### config.mk
export PLATFORM = sky130hd
export DESIGN_NAME = sonar_filter
export DESIGN_NICKNAME = d
export VERILOG_FILES = /design/src/rtl/sonar_pkg.sv /design/src/rtl/sonar_filter_median3.sv /design/src/rtl/sonar_filter.sv
export SDC_FILE = /design/constraint.sdc
export NUM_CORES = 1
export LEC_CHECK = 0
export BUFFER_PORTS_ARGS = -buffer_cell sky130_fd_sc_hd__buf_2
export CELL_PAD_IN_SITES_DETAIL_PLACEMENT = 0
export CELL_PAD_IN_SITES_GLOBAL_PLACEMENT = 1
export CORE_MARGIN = 3
export CORE_UTILIZATION = 45
export DETAILED_ROUTE_END_ITERATION = 10
export GPL_TIMING_DRIVEN = 1
export PLACE_DENSITY = 0.86
export SLEW_MARGIN = 5
export SYNTH_ARGS = -nofsm -noshare
export SYNTH_HDL_FRONTEND = slang
export SYNTH_SLANG_ARGS = --single-unit
### constraint.sdc
create_clock -name clk -period 12.3 [get_ports clk]
set_input_delay 0 -clock clk [delete_from_list [all_inputs] [get_ports clk]]
set_output_delay 0 -clock clk [all_outputs]
set_load 0.005 [all_outputs]
### src/rtl/sonar_pkg.sv
// Shared defaults, FSM encoding and small helpers for the sonar range filter.
package sonar_pkg;

    localparam int unsigned SONAR_MIN_US     = 882;
    localparam int unsigned SONAR_MAX_US     = 37500;
    localparam int unsigned SONAR_TIMEOUT_US = 100000;

    localparam logic [1:0] ST_EMPTY = 2'd0;
    localparam logic [1:0] ST_VALID = 2'd1;
    localparam logic [1:0] ST_STALE = 2'd2;

    // h0 is the newest sample
    typedef struct packed {
        logic [15:0] h0;
        logic [15:0] h1;
        logic [15:0] h2;
    } hist_t;

    function automatic logic [7:0] sat_inc8(input logic [7:0] v);
        return (v == 8'hFF) ? v : v + 8'd1;
    endfunction

endpackage

### src/rtl/sonar_filter_median3.sv
// Combinational median of three unsigned 16-bit values.
module median3 (
    input  logic [15:0] a_i,
    input  logic [15:0] b_i,
    input  logic [15:0] c_i,
    output logic [15:0] med_o
);

    logic [15:0] lo;
    logic [15:0] hi;
    logic [15:0] mid;

    // median = max(min(a,b), min(max(a,b),c)); ties fall out naturally
    always_comb begin
        lo    = (a_i < b_i) ? a_i : b_i;
        hi    = (a_i < b_i) ? b_i : a_i;
        mid   = (hi < c_i) ? hi : c_i;
        med_o = (lo > mid) ? lo : mid;
    end

endmodule

### src/rtl/sonar_filter.sv
// Sonar pulse-width filter: range gating, 3-tap median, staleness timeout and
// a saturating reject counter.
module sonar_filter
    import sonar_pkg::*;
#(
    parameter int unsigned MIN_US     = SONAR_MIN_US,
    parameter int unsigned MAX_US     = SONAR_MAX_US,
    parameter int unsigned TIMEOUT_US = SONAR_TIMEOUT_US
) (
    input  logic        clk,
    input  logic        rst,
    input  logic        us_tick,
    input  logic        en,
    input  logic [15:0] sonar_data,
    input  logic        data_vld,
    output logic [15:0] range_us,
    output logic        range_vld,
    output logic        range_ok,
    output logic        timeout,
    output logic [7:0]  err_cnt
);

    localparam logic [15:0] MIN_W = 16'(MIN_US);
    localparam logic [15:0] MAX_W = 16'(MAX_US);
    localparam logic [16:0] TERM  = 17'(TIMEOUT_US - 1);

    hist_t       hist_q, hist_d;
    logic [1:0]  fill_q, fill_d;
    logic        calc_q, calc_d;
    logic [16:0] cnt_q, cnt_d;
    logic [1:0]  state_q, state_d;
    logic [15:0] range_q, range_d;
    logic        vld_q, vld_d;
    logic [7:0]  err_q, err_d;

    logic        in_range;
    logic        sample_ok;
    logic        sample_bad;
    logic        expire;
    logic [1:0]  fill_inc;
    logic [15:0] med;

    median3 u_median3 (
        .a_i   (hist_q.h0),
        .b_i   (hist_q.h1),
        .c_i   (hist_q.h2),
        .med_o (med)
    );

    assign in_range   = (sonar_data >= MIN_W) && (sonar_data <= MAX_W);
    assign sample_ok  = data_vld && en && in_range;
    assign sample_bad = data_vld && en && !in_range;
    assign expire     = en && us_tick && (cnt_q == TERM) && !sample_ok;
    assign fill_inc   = (fill_q == 2'd3) ? 2'd3 : fill_q + 2'd1;

    always_comb begin
        hist_d  = hist_q;
        fill_d  = fill_q;
        calc_d  = 1'b0;
        cnt_d   = cnt_q;
        state_d = state_q;
        range_d = range_q;
        vld_d   = 1'b0;
        err_d   = err_q;
        if (!en) begin
            // disabling flushes the pipeline too, so range_us keeps its value
            fill_d  = 2'd0;
            cnt_d   = '0;
            state_d = ST_EMPTY;
        end else begin
            if (sample_bad) begin
                err_d = sat_inc8(err_q);
            end
            // second pipeline stage: history registered last clock is now stable
            if (calc_q) begin
                range_d = med;
                vld_d   = 1'b1;
                if (state_q == ST_EMPTY) begin
                    state_d = ST_VALID;
                end
            end
            if (sample_ok) begin
                hist_d = '{h0: sonar_data, h1: hist_q.h0, h2: hist_q.h1};
                fill_d = fill_inc;
                calc_d = (fill_inc == 2'd3);
                cnt_d  = '0;
                if (state_q == ST_STALE) begin
                    state_d = ST_EMPTY;
                end
            end else if (expire) begin
                state_d = ST_STALE;
                fill_d  = 2'd0;
            end else if (us_tick) begin
                cnt_d = cnt_q + 17'd1;
            end
        end
    end

    always_ff @(posedge clk) begin
        if (rst) begin
            hist_q  <= '0;
            fill_q  <= 2'd0;
            calc_q  <= 1'b0;
            cnt_q   <= '0;
            state_q <= ST_EMPTY;
            range_q <= '0;
            vld_q   <= 1'b0;
            err_q   <= '0;
        end else begin
            hist_q  <= hist_d;
            fill_q  <= fill_d;
            calc_q  <= calc_d;
            cnt_q   <= cnt_d;
            state_q <= state_d;
            range_q <= range_d;
            vld_q   <= vld_d;
            err_q   <= err_d;
        end
    end

    assign range_us  = range_q;
    assign range_vld = vld_q;
    assign range_ok  = (state_q == ST_VALID);
    assign timeout   = (state_q == ST_STALE);
    assign err_cnt   = err_q;

endmodule

==> results of run 1 <==
worst min-delay path, delay by kind of cell:
family                 cells  cell delay [ps]
AO/OA/AOI/OAI              1               90
AND/OR/NAND/NOR            2              280
buffers and inverters      1              100
registers in the layout, summed over array words and instances, names as in the netlist:
| register | count |
|---|---|
| calc_q | 1 |
| cnt_q | 17 |
| err_cnt | 8 |
| fill_q | 2 |
| hist_q | 48 |
| range_us | 16 |
| range_vld | 1 |
| state_q | 2 |
cells in the mapped netlist (2+ instances only):
cell type / instances
a31o_2: 3
ha_1: 48
nand2b_1: 2
mux2i_1: 19
o21ai_1: 28
a21o_1: 3
o41ai_1: 2
a211oi_1: 3
dfxtp_1: 95
clkbuf_1: 25
buf_2: 3
o31ai_1: 9
mux2_1: 6
buf_6: 2
or3_1: 8
o21a_1: 3
inv_1: 41
nand3b_1: 5
nand3_1: 13
o211ai_1: 5
a32oi_1: 15
a21oi_1: 83
nor4_1: 2
nor2b_1: 4
nor3_1: 10
a31oi_1: 2
or4_1: 10
nor2_1: 19
nand4_1: 14
and3_1: 2
o21ai_0: 12
mux2_4: 24
nand2_1: 122
report_power, final:
part           switching (mW)  internal [mW]
Sequential            0.00397          0.310
Combinational          0.0811         0.0552
Clock                   0.119          0.158
metrics by stage:
step / cells / worst slack (ps) / area [µm²] / util (%)
6_report: 884 / 5550 / 6350 / 52.6
5_1_grt: 884 / 4950 / 6350 / 52.6
4_1_cts: 884 / 5550 / 6350 / 52.6
3_5_place_dp: 853 / 5590 / 5910 / 49.0
3_3_place_gp: 853 / 5800 / 5910 / 49.0
2_1_floorplan: 667 / 6850 / 5580 / -
logic make-up (layout without fill, tap and decap cells):
kind of cell	count (synthesis)	in the layout
AOI/OAI and AO/OA	180	180
DFF	95	95
xor gates and xnor gates	2	2
and+or+nand+nor	217	217
adders and majority gates	48	48
buffers and inverters	74	123
muxes	51	51
layer usage:
metal  global-route usage (%)  vias to the layer above
met2                     31.3                      101
met1                     28.4                     2287
li1                         -                     2487
met5                        0                        -
met3                     4.10                       10
met4                     5.28                        0
layout make-up:
| cell class | count | area (µm²) |
|---|---|---|
| clock buffer | 11 | 233 |
| inverter | 42 | 158 |
| fill | 1189 | 5710 |
| multi-input combinational | 498 | 3380 |
| sequential | 95 | 1900 |
| clock inverter | 5 | 58.8 |
| timing repair buffer | 65 | 408 |
| tap | 168 | 210 |
path summary, 6_finish.rpt:
check	startpoint	endpoint	slack, ps	cells after the start
worst min-delay path	data_vld	hist_q[47]$_SDFFE_PP0P_	170	4
worst max register to register	hist_q[31]$_SDFFE_PP0P_	range_us[12]$_SDFFE_PP0P_	5550	22
worst min register to register	range_us[3]$_SDFFE_PP0P_	range_us[3]$_SDFFE_PP0P_	470	2
worst max-delay path	hist_q[31]$_SDFFE_PP0P_	range_us[12]$_SDFFE_PP0P_	5550	22
==> impl_metrics.py, run 1 <==
metrics = {
    "global_routing": {
        "grt_pass1_wl_um": 23100,
        "grt_max_degree": 60,
        "grt_pass1_vias": 4749,
        "antenna_found_initial": 0,
        "overflow": 0,
        "grt_usage_pct": 20.1,
    },
    "setup_path": {
        "worstSetupEndpointType": "flip-flop",
        "cp_top_family": "compound AO/OA/AOI/OAI gates",
        "worstSetupStartpointType": "flip-flop",
        "crit_fanout": 31,
        "path_common_cell": "ha_1",
        "worstSetupPathType": "reg -> reg",
        "arrival_ps": 7010,
        "crit_slowest_cell": "nand2_2",
        "crit_buf_inv": 2,
        "path_cells": "inv_1 > ha_1 > nand4_1 > inv_1 > a22oi_1 > nand2_2 > mux2_4 > ha_1 > a21oi_1 > o211ai_1 > or4bb_1 > a311o_1 > o21ai_4 > mux2i_1 > ha_1 > a21o_1 > a21o_1 > a21oi_1 > o21ai_1 > o21ai_0 > nand2_1 > o21ai_1",
        "slowest_delay_ps": 640,
        "cp.required_ps": 12570,
    },
    "sta": {
        "tightest_slew_ps": 1220,
        "setup_violations": 0,
        "period_share_pct": 54.8,
        "period_minus_slack_ps": 6750,
        "fmax_mhz": 148,
        "worst_clock_skew_ps": 8.93,
        "hold_viol_final": 0,
        "grt_setup_unrepaired": "false",
        "maxSlewViolCount": 0,
        "slew_headroom_pct": 18.4,
        "whs_ps": 169,
        "setup-tns-final_ps": 0,
    },
    "route": {
        "drt_iter0_drc": 322,
        "wl_per_cell_um": 15.3,
        "ant_nets": 0,
        "route.detailed.drc": 0,
        "wl_met2_um": 6150,
        "viasPerCell": 5.53,
        "wirelength_um": 13500,
        "via_count": 4885,
        "firstDrtPassIters": 6,
        "met1_length_um": 6600,
        "top_layer": "met4",
        "wl_met3_um": 640,
    },
    "clock_network": {
        "ctsLongestPathBuffers": 2,
        "path_clk_slew_ps": 70,
        "ctsRootBufferMaster": "clkbuf_16",
        "cts_resized": 0,
        "cts.sinks": 95,
        "htreeDepth": 3,
        "holdBufCountCts": 15,
        "clk_latency_ps": 350,
        "post_cts_buffers": 0,
        "cts_tree": "yes",
        "cts_buffers": 9,
    },
    "floorplanning": {
        "die_h_um": 117,
        "io_pins": 48,
        "initial_core_util_pct": 46.3,
        "die_w_um": 117,
        "die_area_um2": 13800,
        "core_um2": 12100,
        "fp-row-count": 40,
    },
    "logic_synthesis": {
        "synth_cell_type_count": 58,
        "yosys-top-cells-area": "dfxtp_1 (34%), ha_1 (11%), nand2_1 (8.2%), a21oi_1 (7.4%), mux2_4 (6.5%)",
        "synthCells": 667,
        "yosys_warnings": 0,
        "synth_top_area_cell": "dfxtp_1",
        "synthAdderAreaFrac_pct": 10.8,
        "syn_area_per_cell_um2": 8.37,
        "async_reset_ff_share_pct": 0,
        "synth_compound_area_share_pct": 19.7,
        "synthMuxAreaShare_pct": 11.5,
        "dominantRegCellSynth": "dfxtp_1",
        "synthSimpleGateAreaFrac_pct": 18.1,
        "synth-xor-area-share_pct": 0.314,
        "ys_seq_elements": 95,
        "synth_nets": 736,
        "seq_area_frac_synth_pct": 34.1,
        "yosysTopAreaCellShare_pct": 34.1,
        "synth-edff-count": 0,
        "synth_area_um2": 5580,
        "synth_top_family_by_area": "compound AO/OA/AOI/OAI gates",
    },
    "job": {
        "cap_violations": 0,
    },
    "final_layout": {
        "mostFrequentLayoutCells": "nand2_1 (122), dfxtp_1 (95), a21oi_1 (82)",
        "drive_gt1_share_pct": 14.0,
        "mostFrequentLayoutCell": "nand2_1",
        "n_antenna_cell": 0,
        "area_growth_pct": 13.7,
        "finalNetCount": 780,
    },
    "pwr": {
        "p_total_uw": 728,
        "peakVddDrop_v": 0.0000523,
        "power_leakage_nw": 2.40,
        "power_density_nw_per_um2": 115,
    },
    "placed_design": {
        "dp_hpwl_um": 10000,
        "port_buffers": 47,
        "gp_congestion": 0.869,
    },
    "status": {
        "outcome": "completed",
    },
    "worst_hold_path": {
        "min_path_type": "in -> reg",
    },
}
Note: power is estimated with default switching activity, not from simulation.
==> run 2: changes to the inputs <==
CORE_UTILIZATION = 41   (was 45)
PLACE_DENSITY = 0.83   (was 0.86)
clock period = 5.7 ns   (was 12.3 ns; I/O delays follow)
==> run 2 against run 1 <==
Sequential share of layout area down 2.2 points; utilization is 0.85 points lower; fmax rose by 21%; die area increased by 9.2%; clock skew is 2.0 ps higher; via count rose by 4.9%; non-clock buffer count up 43; critical path type unchanged.
==> impl_metrics.py, run 2 (synthesis gave the netlist of run 1 again) <==
metrics = {
    "status": {
        "outcome": "completed",
    },
    "sta": {
        "period_minus_slack_ps": 5590,
        "tightest_slew_ps": 1270,
        "slew_headroom_pct": 15.4,
        "hold_viol_final": 0,
        "setup_ws_ps": 114,
        "whs_ps": 177,
        "period_share_pct": 98.0,
        "fmax_mhz": 179,
        "maxSlewViolCount": 0,
        "setup_violations": 0,
        "worst_clock_skew_ps": 11.0,
        "setup-tns-final_ps": 0,
    },
    "clock_network": {
        "clk_latency_ps": 350,
        "cts.sinks": 95,
        "cts_buffers": 9,
        "path_clk_slew_ps": 70,
        "ctsLongestPathBuffers": 2,
        "ctsRootBufferMaster": "clkbuf_16",
        "cts_tree": "yes",
        "htreeDepth": 3,
    },
    "route": {
        "firstDrtPassIters": 5,
        "drt_iter0_drc": 376,
        "via_count": 5124,
        "wirelength_um": 14700,
        "route.detailed.drc": 0,
        "viasPerCell": 5.48,
        "wl_per_cell_um": 15.8,
        "ant_nets": 0,
    },
    "placed_design": {
        "gp_congestion": 0.903,
        "port_buffers": 47,
        "dp_hpwl_um": 10500,
        "numPlacedInstances": 892,
        "dpl-instance-area_um2": 6160,
        "dp_slack_ps": -86.3,
    },
    "setup_path": {
        "slowest_delay_ps": 510,
        "crit_fanout": 7,
        "path_common_cell": "o21ai_1",
        "worstSetupPathType": "reg -> reg",
        "crit_slowest_cell": "or4bb_1",
        "arrival_ps": 5810,
        "worstSetupStartpointType": "flip-flop",
        "worstSetupEndpointType": "flip-flop",
        "cp.required_ps": 5920,
        "cp-startpoint": "hist_q[31]$_SDFFE_PP0P_",
        "crit_buf_inv": 4,
        "reg2reg_from": "hist_q[31]$_SDFFE_PP0P_",
        "path_cells": "inv_1 > ha_4 > nand4_1 > nor3_4 > a41oi_2 > nand2_4 > buf_4 > mux2_4 > ha_1 > a21oi_1 > or4bb_1 > a311o_1 > o21ai_4 > buf_12 > buf_6 > mux2i_2 > ha_4 > o21ai_1 > nor2_1 > o21ai_1 > a31oi_2 > o21a_2 > a32oi_1 > o21ai_1",
        "cp_top_family": "compound AO/OA/AOI/OAI gates",
    },
    "global_routing": {
        "antenna_found_initial": 0,
        "overflow": 0,
        "grt_max_degree": 60,
        "grt_pass1_wl_um": 23400,
        "grt_usage_pct": 19.4,
        "grt_pass1_vias": 4854,
    },
    "final_layout": {
        "fin_cells": 935,
        "mostFrequentLayoutCells": "nand2_1 (122), dfxtp_1 (88), a21oi_1 (82)",
        "n_antenna_cell": 0,
        "drive_gt1_share_pct": 22.7,
        "area_growth_pct": 23.4,
        "design_area_um2": 6890,
        "mostFrequentLayoutCell": "nand2_1",
        "fin_util_pct": 51.8,
        "finalNetCount": 825,
        "regMostFlops": "hist_q",
        "largest_reg_flops": 48,
    },
    "pwr": {
        "peakVddDrop_v": 0.000139,
        "power_density_nw_per_um2": 250,
        "p_total_mw": 1.72,
        "power_leakage_nw": 2.66,
    },
    "worst_hold_path": {
        "worstHoldStart": "data_vld",
        "min_path_type": "in -> reg",
    },
    "floorplanning": {
        "die_area_um2": 15100,
        "io_pins": 48,
        "die_w_um": 123,
        "initial_core_util_pct": 42.0,
        "fp-row-count": 42,
        "core_um2": 13300,
        "die_h_um": 123,
    },
    "job": {
        "cap_violations": 0,
    },
}
-- run 2: cell types whose count changed in the layout (fill, tap and decap cells not counted), sizes merged --
cell / change
clkinvlp: -2
buf: +43
nand2: +1
o21a: +1
-- run 2: power by group --
part / internal [mW] / switching, mW
Clock: 0.359 / 0.255
Combinational: 0.205 / 0.230
Sequential: 0.669 / 0.00551
Total: 1.23 / 0.491
-- run 2: per-layer routing --
metal  vias to the layer above  share of wire [%]  GRT usage [%]  wire, µm
met3                        21                3.3           3.00       493
met5                         -                  0              0         0
met4                         0                1.6           6.23       236
met1                      2414                 50           27.5      7320
met2                       115                 45           30.2      6690
li1                       2574                  -              -         -
-- run 2: tightest hold or removal path, delay by kind of cell --
family | cells | cell delay, ps
buffers and inverters | 1 | 110
AO/OA/AOI/OAI | 1 | 100
AND/OR/NAND/NOR | 2 | 270
-- run 2: final timing paths --
check | to | slack, ps | cells after the start
min | hist_q[47]$_SDFFE_PP0P_ | 180 | 4
max reg2reg | range_us[10]$_SDFFE_PP0P_ | 110 | 24
max | range_us[10]$_SDFFE_PP0P_ | 110 | 24
min reg2reg | fill_q[0]$_SDFFE_PP0P_ | 470 | 1
-- run 2: layout make-up --
type                       count  area, µm²
clock inverter                 3       43.8
inverter                      42        158
clock buffer                  11        253
sequential                    95       1910
timing repair buffer         108        751
multi-input combinational    500       3550
fill                        1219       6410
tap                          176        220
-- run 2: what timing repair did --
| action | CTS | global route |
|---|---|---|
| hold buffers | 15 | 0 |
| pin swaps | 0 | 15 |
| endpoints found under the hold margin | 15 | 0 |
| cloned | 0 | 2 |
| endpoints found under the setup margin | 15 | 16 |
| gates resized for setup | 3 | 40 |
| buffers inserted | 0 | 12 |
